[config.mk]
export PLATFORM = sky130hd
export DESIGN_NAME = cpu_boot_sequencer
export DESIGN_NICKNAME = d
export VERILOG_FILES = /design/src/rtl/cpu_boot_sequencer.sv
export SDC_FILE = /design/constraint.sdc
export NUM_CORES = 1
export LEC_CHECK = 0
export CORE_ASPECT_RATIO = 0.75
export CORE_MARGIN = 2
export CORE_UTILIZATION = 45
export CTS_BUF_LIST = sky130_fd_sc_hd__clkbuf_4 sky130_fd_sc_hd__clkbuf_8
export DETAILED_ROUTE_END_ITERATION = 10
export GPL_TIMING_DRIVEN = 0
export PLACE_DENSITY = 0.88
export SLEW_MARGIN = 25
export SYNTH_ARGS = -nofsm -noshare
export SYNTH_HDL_FRONTEND = slang
export SYNTH_SLANG_ARGS = --single-unit
[constraint.sdc]
create_clock -name clock -period 4.4 [get_ports clock]
set_input_delay 1.32 -clock clock [delete_from_list [all_inputs] [get_ports clock]]
set_output_delay 1.32 -clock clock [all_outputs]
set_load 0.1 [all_outputs]
[src/rtl/cpu_boot_sequencer.sv]
// rtl/cpu_boot_sequencer.sv - boot table loader, PC set and watchdog-supervised run controller
module cpu_boot_sequencer #(
    parameter int DATA_WIDTH     = 32,
    parameter int REG_ADDR_WIDTH = 5,
    parameter int PC_WIDTH       = 32,
    parameter int NUM_INIT       = 4,
    parameter logic [((NUM_INIT > 0) ? NUM_INIT : 1)*REG_ADDR_WIDTH-1:0] INIT_ADDRS = {5'd8, 5'd5, 5'd2, 5'd1},
    parameter logic [((NUM_INIT > 0) ? NUM_INIT : 1)*DATA_WIDTH-1:0]     INIT_DATA  = {32'd3, 32'd5, 32'd5, 32'd7},
    parameter logic [PC_WIDTH-1:0] RESET_VECTOR = '0,
    parameter bit AUTO_BOOT      = 1'b1,
    parameter int WD_WIDTH       = 16,
    parameter int WD_LIMIT       = 1000
) (
    input  logic                      clock,
    input  logic                      reset,
    input  logic                      go,
    input  logic                      halt,
    output logic                      rf_write,
    output logic [REG_ADDR_WIDTH-1:0] rf_write_sel,
    output logic [DATA_WIDTH-1:0]     rf_write_data,
    output logic                      pc_load,
    output logic [PC_WIDTH-1:0]       pc_load_value,
    output logic                      start,
    output logic                      busy,
    output logic                      done,
    output logic                      timeout,
    output logic [WD_WIDTH-1:0]       cycle_count
);

    // A zero-entry table still gets one dummy slot so the arrays stay legal.
    localparam int NT    = (NUM_INIT > 0) ? NUM_INIT : 1;
    localparam int IDX_W = (NT > 1) ? $clog2(NT) : 1;
    localparam logic [IDX_W-1:0]    LAST_IDX = IDX_W'(NT - 1);
    localparam logic [WD_WIDTH-1:0] WD_LAST  = WD_WIDTH'((WD_LIMIT > 0) ? WD_LIMIT - 1 : 0);
    localparam bit HAS_INIT = (NUM_INIT > 0);
    localparam bit WD_EN    = (WD_LIMIT != 0);

    typedef enum logic [2:0] {S_IDLE, S_LOAD, S_PCSET, S_RUN, S_DONE} state_t;

    state_t              state_q, state_d;
    logic [IDX_W-1:0]    idx_q, idx_d;
    logic [WD_WIDTH-1:0] count_q, count_d;
    logic                timeout_q, timeout_d;

    logic [REG_ADDR_WIDTH-1:0] addr_tab [NT];
    logic [DATA_WIDTH-1:0]     data_tab [NT];

    for (genvar g = 0; g < NT; g++) begin : g_tab
        assign addr_tab[g] = INIT_ADDRS[g*REG_ADDR_WIDTH +: REG_ADDR_WIDTH];
        assign data_tab[g] = INIT_DATA[g*DATA_WIDTH +: DATA_WIDTH];
    end

    // State, table index, run counter and timeout flag registers.
    always_ff @(posedge clock or posedge reset) begin
        if (reset) begin
            state_q   <= S_IDLE;
            idx_q     <= '0;
            count_q   <= '0;
            timeout_q <= 1'b0;
        end else begin
            state_q   <= state_d;
            idx_q     <= idx_d;
            count_q   <= count_d;
            timeout_q <= timeout_d;
        end
    end

    // Next-state logic; halt takes priority over the watchdog in the same cycle.
    always_comb begin
        state_d   = state_q;
        idx_d     = idx_q;
        count_d   = count_q;
        timeout_d = timeout_q;
        case (state_q)
            S_IDLE: begin
                if (AUTO_BOOT || go) begin
                    state_d = HAS_INIT ? S_LOAD : S_PCSET;
                    idx_d   = '0;
                end
            end
            S_LOAD: begin
                if (idx_q == LAST_IDX) state_d = S_PCSET;
                else                   idx_d   = idx_q + 1'b1;
            end
            S_PCSET: begin
                state_d = S_RUN;
                count_d = '0;
            end
            S_RUN: begin
                if (halt) begin
                    state_d   = S_DONE;
                    count_d   = count_q + 1'b1;
                    timeout_d = 1'b0;
                end else if (WD_EN && (count_q == WD_LAST)) begin
                    state_d   = S_DONE;
                    timeout_d = 1'b1;
                end else begin
                    count_d = count_q + 1'b1;
                end
            end
            S_DONE: begin
                if (go) begin
                    state_d   = HAS_INIT ? S_LOAD : S_PCSET;
                    idx_d     = '0;
                    count_d   = '0;
                    timeout_d = 1'b0;
                end
            end
            default: state_d = S_IDLE;
        endcase
    end

    assign rf_write      = (state_q == S_LOAD);
    assign rf_write_sel  = rf_write ? addr_tab[idx_q] : '0;
    assign rf_write_data = rf_write ? data_tab[idx_q] : '0;
    assign pc_load       = (state_q == S_PCSET);
    assign pc_load_value = RESET_VECTOR;
    assign start         = (state_q == S_RUN);
    assign busy          = (state_q == S_LOAD) || (state_q == S_PCSET) || (state_q == S_RUN);
    assign done          = (state_q == S_DONE);
    assign timeout       = timeout_q;
    assign cycle_count   = count_q;

endmodule

### Yosys cells after proc, flatten, opt, wreduce, memory -nomap -nowiden

Cells that the tools add are included.

* input bits: 4
* output and inout bits: 91
* register bits: 22
* logic and storage cells: 53

* add/sub/neg operators: 2
* eq/ne operators: 11
* order comparisons: 1
* bitwise logic cells: 1
* mux-type cells: 24
* reductions and logical operators: 10

Operator list (count)
* two-way mux 32 bit: 3
* binary-select mux 32 bit (select 2 bit): 1
* two-way mux 16 bit: 3
* one-hot mux 16 bit (3 select lines): 1
* adder 16 x 1 -> 16 bit (second input constant): 1
* == test 16 x 10 -> 1 bit (second input constant): 1
* two-way mux 5 bit: 3
* one-hot mux 3 bit (5 select lines): 1
* two-way mux 3 bit: 4
* AND reduction 3 bit: 4
* binary-select mux 5 bit (select 2 bit): 1
* == test 3 x 2 -> 1 bit (second input constant): 2
* one-hot mux 2 bit (3 select lines): 1
* nonzero test 3 bit: 2
* two-way mux 2 bit: 2
* inequality test 2 bit (second input constant): 2
* == test 3 x 1 -> 1 bit (second input constant): 1
* == test 3 bit (second input constant): 1
* >= comparator 3 bit (second input constant): 1
* zero test 3 bit: 1
* two-way mux 1 bit: 3
* inequality test 3 x 2 -> 1 bit (second input constant): 1
* inequality test 3 bit (second input constant): 1
* inverter 2 -> 3 bit: 1
* 6 further kinds: 7

### Depth between registers and ports, before layout

* depth after elaboration: 5
* gate-level depth with buffers: 7
* depth with buffers taken out: 5

### Least setup slack after synthesis

No wires, ideal clock.

* path kind: register to output
* from: register state_q[2]
* to: output rf_write_data[1]
* data arrival time: 3354 ps
* path slack: -274 ps
* cell stages (with the launch flop): 4
* path buffers: 1
* data required time: 3080 ps
* cell sequence: dfrtp_1 -> buf_4 -> nor3b_2 -> nor2b_1

* longest elaborated chain between the ends: 2

RTL lines
* from (decl): line 40 `state_t state_q, state_d;`
* from (signal assigned): line 61 `state_q <= state_d;`
* == test 3 x 1 -> 1 bit: line 113 `assign rf_write = (state_q == S_LOAD);`
* named net rf_write: line 18 `output logic rf_write,`
* two-way mux 32 bit: line 115 `assign rf_write_data = rf_write ? data_tab[idx_q] : '0;`
* to (decl): line 20 `output logic [DATA_WIDTH-1:0] rf_write_data,`

The timed path passes the listed nets, and every way through them passes these cells.

### Final worst setup path

* from: register state_q[2]
* to: output rf_write_data[2]

* longest elaborated chain between the ends: 2

RTL lines (line)
* == test 3 x 1 -> 1 bit: 113
* two-way mux 32 bit: 115

Every way passes these cells.

==> flow_summary.toml <==
[timing]
setup_viol = 0
maxSlewViolCount = 0
hold_viol_final = 0
fin_skew_ns = 0.00134
period_share = 0.908
fin_setup_tns_ns = 0
fmax_ghz = 0.250
grt_setup_unrepaired = "false"
worstMarginPinSlew_ns = 0.994
fin_crit_ns = 4.00
slew_headroom = 0.335

[cts]
clk_pin_slew_ns = 0.08
post_cts_resize_count = 0
postCtsHoldBufs = 0
cts-root-buf = "clkbuf_8"
htreeDepth = 1
clock_path_buffers = 2
cts_sinks = 22
postCtsSetupRepairBufs = 0
cts_made_buffers = 3
insertion_delay_ns = 0.27
cts_tree = "done"

[place]
io_buffers = 32
place_inst = 371
place.gp.congestion = 0.909
hpwl_mm = 3.43

[floorplan]
die_x_microns = 80.1
coreArea_sq_mm = 0.00410
die_y_microns = 61.1
start_util = 0.477
num_rows = 20
dieArea_sq_mm = 0.00490
ios = 95

[finish]
diodes = 0
nets = 330
area_delta_synth_final_pct = 34.5
stdcell_count = 375
drive_gt1_frac = 0.288

[setup_path]
startpoint_type = "register"
cpPeakStageDelay_ns = 1.18
ff2ff_path_depth = 5
criticalPathCategory = "reg -> out"
cp_slowest_cell = "clkdlybuf4s50_1"
r2r_start = "cycle_count[0]"
crit_start = "state_q[2]"
crit_chain = "buf_4 > nor3b_2 > and2b_1 > clkdlybuf4s50_1"
crit_path_end_kind = "output pin"
path_max_fanout = 10
timing.rr.end = "cycle_count[15]"
required_ns = 3.08
arrival_ns = 2.68
r2r_slack_ns = 2.64

[route]
route.met2.wl_mm = 2.13
first_pass_iters = 4
drc = 0
routed_wl_mm = 4.31
post_drt_wl_per_cell_microns = 11.5
viasPerCell = 4.53
ant_nets = 0
drtIter0Drc = 126
top_layer_used = "met4"
wl_met1_mm = 1.71
num_vias = 1699
dr_wl_met3_microns = 422

[yosys]
yosysUniqueCellTypes = 52
syn_inst = 223
yosys_warnings = 0
syn_area_per_cell_sq_um = 8.78
yosys_most_used_dff = "dfrtp_1"
yosysSeqAreaShare = 0.281
synth_edf_count = 0
syn-cell-area_sq_mm = 0.00196
synth-async-reset-ratio = 1.00
ys_ff_latch = 22

[worst_hold_path]
min_path_type = "reg -> reg"
min-delay-start = "timeout"
min_to = "timeout"
hold_depth = 2

[power]
power_frac_comb = 0.752
internal_power_mw = 0.613
leakagePower_nw = 1.35
p_seq_frac = 0.160
p_per_area_mw_per_mm2 = 638
clkPwrFrac = 0.088
switchingPower_mw = 1.07
peakVddDrop_v = 0.000370
swShare = 0.635

[global_routing]
antenna_found_initial = 0
grt_pass1_vias = 1454
grt_max_degree = 23
grt_usage = 0.172
grt_overflow_total = 0
grt_pass1_wl_mm = 6.56

[outcome]
status = "complete, no violations"

[run]
max_cap_violations = 0
[Yosys cell counts (all sizes together) (2+ instances only)]
library cell,n,share of area
nand3,6,0.018
o211ai,2,0.0077
and2,3,0.0096
and4,3,0.016
ha,5,0.032
and3,5,0.017
nand2,11,0.021
nor2b,2,0.0064
a21oi,7,0.024
nor2,10,0.024
a211oi,2,0.0077
a211o,2,0.0096
a31oi,9,0.036
nor3b,3,0.014
o31ai,3,0.012
dfrtp,22,0.28
o21ai,13,0.035
nor4,3,0.013
inv,11,0.021
nand4,4,0.013
mux2i,4,0.020
nor3,8,0.026
buf,71,0.27
[power groups by stage]
stage | clock network, mW | logic (mW) | registers (mW)
finish | 0.148 | 1.26 | 0.268
global route | 0.160 | 1.32 | 0.273
CTS | 0.152 | 1.26 | 0.268
detailed placement | 0 | 1.26 | 0.272
global placement | 0 | 1.24 | 0.269
floorplan | 0 | 0.973 | 0.351
[how the worst max path moves through the flow]
stage | slack, ns | end | cells after the start
after global routing | 0.29 | rf_write_data[2] | 4
final | 0.40 | rf_write_data[2] | 4
after CTS | 0.40 | rf_write_data[2] | 4
after detailed placement | 0.73 | rf_write_data[2] | 4
after floorplan | 0.14 | rf_write_data[1] | 3
after global placement | 0.74 | rf_write_data[2] | 4
[worst max-delay path, delay by kind of cell, from the launching register on]
family                 cells  cell delay, ns
buffers and inverters      2            1.35
AND/OR/NAND/NOR            2            0.69
flip-flops                 1            0.36
[cell usage in the layout, fill, tap and decap left out, types with 3 or more instances in the layout]
cell type and n:
and2_1 3, o31ai_1 3, clkbuf_8 4, conb_1 62
buf_2 3, a21oi_1 6, dfrtp_1 22, o21ai_0 11
nor3_1 7, nor2_1 8, mux2i_1 4, and3_1 3
clkdlybuf4s50_1 32, ha_1 5, nand3_1 5, nand4_1 4
inv_1 11, nand2_1 11, buf_4 66, a31oi_1 8
[stage by stage]
stage                     instance area, sq um  hold WS (ns)  setup WS (ns)  power, mW   util
final                                     2630         0.551          0.403       1.68  0.641
after global routing                      2630         0.581          0.287       1.75  0.641
after CTS                                 2630         0.554          0.398       1.68  0.641
after detailed placement                  2580         0.537          0.726       1.53  0.628
after global placement                    2580         0.482          0.742       1.51  0.628
after floorplan                           2190         0.503          0.143       1.32      -
[layer usage]
metal,vias up,global-route usage
met4,0,0.0363
met3,6,0.0616
li1,850,-
met1,766,0.218
met5,-,0
met2,77,0.290
[cell families (layout without fill, tap and decap cells)]
family	Yosys count	count (layout)	synth area share
buf+inv	82	118	0.293
fa+ha+maj	5	5	0.0320
simple gates	60	60	0.192
compound gates	48	48	0.174
xor+xnor	1	1	0.00448
flops	22	22	0.281
other cells	1	62	0.00192
mux	4	4	0.0205
[area by class of cell]
type	instances	area (sq um)
plain buffers	71	533
clock buffers	4	55.1
fillers	334	1470
inverters	11	41.3
multi-input cells	180	1060
flip-flops and latches	22	551
well taps	55	68.8
repair buffers	32	320
[flip-flops by register name, summed over array words and instances (netlist names)]
name / cells
cycle_count: 16
idx_q: 2
timeout: 1
state_q: 3
No activity file was read; power rests on OpenSTA's default activity.
